===== src/rtl/reg16_shift_reader_pkg.sv =====
// Shared types and constants for the 16-bit serial reader.
// Optional feature macro: REG16_SHIFT_READER_PARITY_EN (appends an even-parity bit).
package lc3_serial_pkg;

  localparam int WORD_W           = 16;
  localparam int FRAME_LEN_PLAIN  = 16;
  localparam int FRAME_LEN_PARITY = 17;

  typedef enum logic [1:0] {
    IDLE  = 2'd0,
    SHIFT = 2'd1,
    DONE  = 2'd2
  } state_t;

  // Even parity over a captured word: the parity bit makes the total count of ones even.
  function automatic logic even_parity(input logic [WORD_W-1:0] w);
    return ^w;
  endfunction

endpackage


===== src/rtl/reg16_bit_timer.sv =====
// Bit-period counter: produces a Tick on the last cycle of each serial bit.
// Counting pauses whenever Enable is low, so a stalled bit keeps its elapsed time.
module reg16_bit_timer #(
  parameter int BIT_CYCLES = 1
) (
  input  logic Clk,
  input  logic Reset,
  input  logic Clear,
  input  logic Enable,
  output logic Tick
);

  localparam logic [7:0] LAST_CNT = 8'(BIT_CYCLES - 1);

  logic [7:0] cnt;

  assign Tick = Enable && (cnt == LAST_CNT);

  // Count enabled cycles within a bit period; wrap to zero when the bit completes.
  always_ff @(posedge Clk or negedge Reset) begin
    if (!Reset) begin
      cnt <= 8'd0;
    end else if (Clear) begin
      cnt <= 8'd0;
    end else if (Enable) begin
      cnt <= Tick ? 8'd0 : cnt + 8'd1;
    end
  end

endmodule


===== src/rtl/reg16_shift_reader.sv =====
// Parallel-to-serial reader: captures a 16-bit word and emits it MSB first,
// holding each bit for BIT_CYCLES enabled cycles, with backpressure via SReady.
// Optional feature macro: REG16_SHIFT_READER_PARITY_EN (17th even-parity bit).
module reg16_shift_reader
  import lc3_serial_pkg::*;
#(
  parameter int BIT_CYCLES = 1
) (
  input  logic              Clk,
  input  logic              Reset,
  input  logic [WORD_W-1:0] D,
  input  logic              Load,
  input  logic              SReady,
  output logic              Ready,
  output logic              SOut,
  output logic              SValid,
  output logic              SLast,
  output logic              Done
);

`ifdef REG16_SHIFT_READER_PARITY_EN
  localparam int FRAME_LEN = FRAME_LEN_PARITY;
`else
  localparam int FRAME_LEN = FRAME_LEN_PLAIN;
`endif

  localparam logic [4:0] LAST_IDX = 5'(FRAME_LEN - 1);

  state_t                 state;
  state_t                 state_nxt;
  logic [FRAME_LEN-1:0]   shreg;
  logic [4:0]             bit_idx;
  logic                   capture;
  logic                   tick;
  logic                   advance;
  logic                   last_bit;
  logic                   timer_en;

  assign capture  = Ready && Load;
  assign timer_en = (state == SHIFT) && SReady;
  assign advance  = (state == SHIFT) && tick;
  assign last_bit = (bit_idx == LAST_IDX);
  assign SOut     = SValid & shreg[FRAME_LEN-1];

  reg16_bit_timer #(
    .BIT_CYCLES (BIT_CYCLES)
  ) u_timer (
    .Clk    (Clk),
    .Reset  (Reset),
    .Clear  (capture),
    .Enable (timer_en),
    .Tick   (tick)
  );

  // State register.
  always_ff @(posedge Clk or negedge Reset) begin
    if (!Reset) begin
      state <= IDLE;
    end else begin
      state <= state_nxt;
    end
  end

  // Next-state and output decode; DONE lasts one cycle and can accept a new Load.
  always_comb begin
    state_nxt = state;
    Ready     = 1'b0;
    SValid    = 1'b0;
    SLast     = 1'b0;
    Done      = 1'b0;
    case (state)
      IDLE: begin
        Ready = 1'b1;
        if (Load) state_nxt = SHIFT;
      end
      SHIFT: begin
        SValid = 1'b1;
        SLast  = last_bit;
        if (tick && last_bit) state_nxt = DONE;
      end
      DONE: begin
        Ready     = 1'b1;
        Done      = 1'b1;
        state_nxt = Load ? SHIFT : IDLE;
      end
      default: state_nxt = IDLE;
    endcase
  end

  // Shift register: load on capture (parity appended when enabled), shift left per completed bit.
  always_ff @(posedge Clk or negedge Reset) begin
    if (!Reset) begin
      shreg <= '0;
    end else if (capture) begin
`ifdef REG16_SHIFT_READER_PARITY_EN
      shreg <= {D, even_parity(D)};
`else
      shreg <= D;
`endif
    end else if (advance) begin
      shreg <= {shreg[FRAME_LEN-2:0], 1'b0};
    end
  end

  // Bit index within the frame, used to flag the final bit.
  always_ff @(posedge Clk or negedge Reset) begin
    if (!Reset) begin
      bit_idx <= 5'd0;
    end else if (capture) begin
      bit_idx <= 5'd0;
    end else if (advance) begin
      bit_idx <= bit_idx + 5'd1;
    end
  end

endmodule


===== config.mk =====
export PLATFORM = sky130hd
export DESIGN_NAME = reg16_shift_reader
export DESIGN_NICKNAME = d
export VERILOG_FILES = /design/src/rtl/reg16_shift_reader_pkg.sv /design/src/rtl/reg16_bit_timer.sv /design/src/rtl/reg16_shift_reader.sv
export SDC_FILE = /design/constraint.sdc
export NUM_CORES = 1
export LEC_CHECK = 0
export BUFFER_PORTS_ARGS = -buffer_cell sky130_fd_sc_hd__clkbuf_2
export CORE_ASPECT_RATIO = 1.2
export CORE_UTILIZATION = 59
export CTS_CLUSTER_SIZE = 24
export DETAILED_ROUTE_END_ITERATION = 16
export PLACE_DENSITY = 0.8
export SLEW_MARGIN = 20
export SYNTH_ARGS = -nofsm -noshare
export SYNTH_HDL_FRONTEND = slang
export SYNTH_SLANG_ARGS = --single-unit

===== constraint.sdc =====
create_clock -name Clk -period 3.3 [get_ports Clk]
set_clock_uncertainty 0.05 [all_clocks]
set_input_delay 0 -clock Clk [delete_from_list [all_inputs] [get_ports Clk]]
set_output_delay 0 -clock Clk [all_outputs]
set_load 0.02 [all_outputs]

# Yosys cells after proc, flatten, opt, wreduce, memory -nomap -nowiden
# Index checks and enable logic that the tools add are counted.
# word_totals
reg_bits	31
latch_bits	0
ram_bits	0
rom_bits	0
inputBits	20
out_inout_bits	5
wordCells	38
n_memories	0
# op_classes
add_sub_neg	2
multipliers	0
div_mod_pow	0
magnitude_cmp	0
n_eq_ne	5
shift	0
n_mux	15
bitwise	1
n_reduce_logical	11
# op_table
cell	count
16-bit 2-to-1 mux	2
8-bit 2-to-1 mux	3
5-bit 2-to-1 mux	2
8-bit by 1-bit adder with 8-bit output, second input constant	1
8-bit zero test	1
2-bit case mux with 3 select lines	1
5-bit by 1-bit adder with 5-bit output, second input constant	1
5-bit by 4-bit == test with 1-bit output, second input constant	1
1-bit logical AND	5
1-bit 2-to-1 mux	5
2-bit 2-to-1 mux	2
2-bit nonzero test	2
2-bit by 1-bit == test with 1-bit output, second input constant	1
2-bit == test, second input constant	1
2-bit zero test	1
2-bit by 1-bit != test with 1-bit output, second input constant	1
2-bit != test, second input constant	1
2-bit AND reduction	1
2-bit OR reduction	1
1-bit bitwise AND	1

# Depth between registers and ports, before layout
# logic_depth
depth_word	6
depth_mapped	8

# Cells and area by module
# From an unflattened synthesis, not the netlist that was laid out.
# unflattened
hier_cells	156
area_unflattened_um2	1590.3
# modules_own_cells
module	instances	cells_each	area_each_um2
reg16_shift_reader	1	106	1144.8
reg16_bit_timer	1	50	445.4

# Worst setup path after synthesis
# OpenSTA, ideal clock, no wires.
# synth_timing
path_type	register to register
from	reg u_timer.cnt[0]
to	reg bit_idx[3]
setup_ps	78
arrival_ps	1483
required_time_ps	3172
path_slack_ps	1688
stages_incl_launch_ff	7
n_path_buf	0
cell_sequence	dfrtp_1 inv_1 ha_1 nor4b_4 nand3_2 or3_1 a21oi_1
# synth_via
elab_chain_len	4
# synth_lines
element	line	rtl
from (decl)	reg16_bit_timer.sv:15	logic [7:0] cnt;
from (signal assigned)	reg16_bit_timer.sv:26	cnt <= Tick ? 8'd0 : cnt + 8'd1;
8-bit zero test	reg16_bit_timer.sv:17	assign Tick = Enable && (cnt == LAST_CNT);
1-bit logical AND	reg16_bit_timer.sv:17	
1-bit logical AND	reg16_shift_reader.sv:41	assign advance = (state == SHIFT) && tick;
2-bit nonzero test (no source line)	--	
to (signal assigned)	reg16_shift_reader.sv:112	bit_idx <= bit_idx + 5'd1;
to (decl)	reg16_shift_reader.sv:32	logic [4:0] bit_idx;
# Every way passes these cells.
# A chain may end at the register's enable or synchronous reset.

# Final worst setup path
# layout_timing
from	reg state[0]
to	reg u_timer.cnt[6]
# layout_via
elab_chain_len	6
# layout_lines
element	line	rtl
from (decl)	reg16_shift_reader.sv:29	state_t state;
from (signal assigned)	reg16_shift_reader.sv:60	state <= state_nxt;
2-bit by 1-bit == test with 1-bit output	reg16_shift_reader.sv:40	assign timer_en = (state == SHIFT) && SReady;
1-bit logical AND	reg16_shift_reader.sv:40	
1-bit logical AND	reg16_bit_timer.sv:17	
8-bit 2-to-1 mux	reg16_bit_timer.sv:26	
8-bit 2-to-1 mux	reg16_bit_timer.sv:25	end else if (Enable) begin
8-bit 2-to-1 mux	reg16_bit_timer.sv:23	end else if (Clear) begin
# Parallel ways exist; a longest one is shown, timed or not. The select of a mux whose other input is x is not followed.

==> impl_metrics.py <==
metrics = {
    "clocking": {
        "root_buffer": "clkbuf_4",
        "cts_tree": "built",
        "h-tree-depth": 2,
        "worstSkewPairLatency_ns": 0.31,
        "cts_sinks": 31,
        "cts.clk_slew.worst_paths_ns": 0.10,
        "cts_buffers": 5,
        "cts_buffer_depth": 2,
        "cts_resized": 0,
    },
    "finish": {
        "fin_nets": 220,
        "synthToLayoutAreaGrowth_pct": 24.40,
        "antennaDiodeCount": 0,
        "drive_gt1_share_pct": 19.29,
        "final-instance-count-excl-fill": 228,
    },
    "critical_path": {
        "cp-start-kind": "register",
        "critPathCaptureType": "register",
        "cp_cell_sequence": "nor2b_1, o2111ai_1, or3_1, a21oi_1",
        "cp_slowest_cell": "nor2b_1",
        "critPathKind": "register to register",
        "critPathMaxStageDelay_ns": 0.57,
        "cp.arrival_ns": 2.10,
        "crit_fanout": 10,
        "worst_ep_required_time_ns": 3.49,
    },
    "hold_path": {
        "min_path_type": "input pin to register",
    },
    "logic_synthesis": {
        "post-synth-top-area-cell": "dfrtp_1",
        "synthTopCellsByCount": "nand2_1 (38), dfrtp_1 (31), a22oi_1 (15)",
        "synth_compound_area_share_pct": 15.65,
        "muxShareOfSynthArea_pct": 0,
        "synth_top_family_by_area": "simple AND/OR/NAND/NOR gates",
        "syn-cell-area_um2": 1503,
        "synth-adder-area-share_pct": 3.331,
        "syn_area_per_cell_um2": 9.758,
        "synth-edff-count": 0,
        "synthCells": 154,
        "yosysSeqAreaShare_pct": 51.62,
        "ys.flop_type": "dfrtp_1",
        "yosys-top-cells-area": "dfrtp_1 (52%), nand2_1 (9.5%), a22oi_1 (7.5%), ha_1 (3.3%), o21ai_0 (2.7%)",
        "synth-seq-cells": 31,
        "syn_nets": 178,
        "synth-async-reset-ratio_pct": 100.0,
        "synth_top_cell_area_share_pct": 51.62,
        "yosys_warnings": 0,
        "synth.most_common_cell": "nand2_1",
        "yosys.area_share.simple_pct": 22.90,
        "ys_types": 32,
        "synth_xor_area_share_pct": 2.914,
    },
    "sta": {
        "period_minus_slack_ns": 1.909,
        "setup_viol": 0,
        "slew_headroom_pct": 46.77,
        "worstMarginPinSlew_ns": 0.7959,
        "fin_setup_tns_ns": 0,
        "rsz0062_at_grt": "false",
        "fmax_ghz": 0.5238,
        "finalCritPeriodShare_pct": 57.86,
        "hold_viol_final": 0,
        "maxSlewViolCount": 0,
    },
    "drt": {
        "drt_iter0_drc": 42,
        "antenna_left": 0,
        "wl_mm": 3.167,
        "wl_per_cell_um": 13.89,
        "drc_errors": 0,
        "num_vias": 1260,
        "via_per_inst": 5.526,
        "drtPass1Iterations": 4,
    },
    "global_route": {
        "first_global_vias": 1266,
        "grt-ovfl-total": 0,
        "grt_pass1_wl_mm": 5.209,
        "track_usage_pct": 26.51,
        "antenna_found_initial": 0,
        "grt_max_degree": 32,
    },
    "place": {
        "place_hpwl_mm": 2.029,
        "place_inst": 203,
        "portBuffers": 24,
        "place_congestion": 0.8650,
    },
    "die": {
        "die_w_um": 48.07,
        "fp-row-count": 19,
        "placeableCoreArea_um2": 2354,
        "ios": 25,
        "start_util_pct": 63.85,
        "die_area_um2": 2754,
        "die_y_um": 57.29,
    },
    "run_status": {
        "status": "completed",
    },
    "pwr": {
        "design_power_total_w": 0.001227,
        "power_density_nw_per_um2": 656.3,
        "p_leak_nw": 0.9262,
        "ir_drop_uv": 502.0,
    },
    "job": {
        "max_cap_violations": 0,
    },
}
-- flip-flops by register name (all words and copies together), names as in the netlist --
register and count:
u_timer.cnt 8, state 2, bit_idx 5, shreg 16
-- cells by family (layout without fill, tap and decap cells) --
| logic type | after synthesis | after routing |
|---|---|---|
| fa+ha+maj | 4 | 4 |
| simple gates | 68 | 68 |
| buf+inv | 11 | 54 |
| compound gates | 35 | 35 |
| xor+xnor | 5 | 5 |
| flops | 31 | 31 |
-- repair_timing --
item | in CTS | in global routing
hold buffers | 17 | 0
buffers inserted | 0 | 0
endpoints found under the hold margin | 47 | 0
-- final cells by class --
| cell class | instances | area (µm²) |
|---|---|---|
| Inverter | 4 | 15.01 |
| Sequential cell | 31 | 775.7 |
| Clock buffer | 8 | 68.82 |
| Multi-Input combinational cell | 112 | 673.1 |
| Fill cell | 149 | 484.2 |
| Tap cell | 31 | 38.79 |
| Timing Repair Buffer | 42 | 297.8 |
-- final timing paths --
check	slack (ns)	from	cells after the start	to
hold / removal	0.05	Load	3	state[0]
max in group asynchronous	2.50	Reset	2	shreg[6]
min in group asynchronous	0.23	Reset	2	u_timer.cnt[7]
hold reg to reg	0.44	shreg[5]	2	shreg[5]
setup / recovery	1.39	state[0]	4	u_timer.cnt[6]
setup reg to reg	1.39	state[0]	4	u_timer.cnt[6]
-- through the flow --
step	cell area (µm²)	utilization [%]	hold slack (ns)	setup slack [ns]
3_3_place_gp	1630	69.27	0.04666	1.521
6_report	1869	79.43	0.05008	1.391
5_1_grt	1869	79.43	0.07255	1.255
2_1_floorplan	1503	-	-0.3456	1.688
3_5_place_dp	1630	69.27	0.05478	1.406
4_1_cts	1869	79.43	0.03868	1.371
-- report_power, final --
| part | internal [W] | switching (W) |
|---|---|---|
| Combinational | 0.000163 | 0.000249 |
| Sequential | 0.000487 | 0.0000774 |
| Clock | 0.000125 | 0.000125 |
-- placed cells by master (no fill, tap or decap), types with 2 or more instances in the layout --
master / count
clkbuf_8: 2
and3_1: 2
ha_1: 4
a22oi_1: 15
nand3b_1: 2
nor2b_1: 2
nand2_1: 38
nand4_1: 2
inv_1: 4
a211oi_1: 2
a21oi_1: 6
clkbuf_4: 5
nand3_1: 3
dfrtp_1: 31
xnor2_1: 3
o21ai_0: 8
or3_1: 4
clkbuf_2: 24
dlygate4sd3_1: 17
xor2_1: 2
and2_1: 2
nor2_1: 6
-- layer usage --
metal | wire, µm | share of wire (%) | track usage [%]
met1 | 1349 | 43 | 34.71
met2 | 1666 | 53 | 42.08
met3 | 109 | 3.4 | 5.380
met4 | 42 | 1.3 | 10.71
met5 | 0 | 0 | 0
-- critical path: cells and delay by family, from the launching register on --
| family | cells | cell delay [ns] |
|---|---|---|
| compound gates | 2 | 0.40 |
| flops | 1 | 0.43 |
| simple gates | 2 | 0.96 |
No activity file was read; power rests on OpenSTA's default activity.
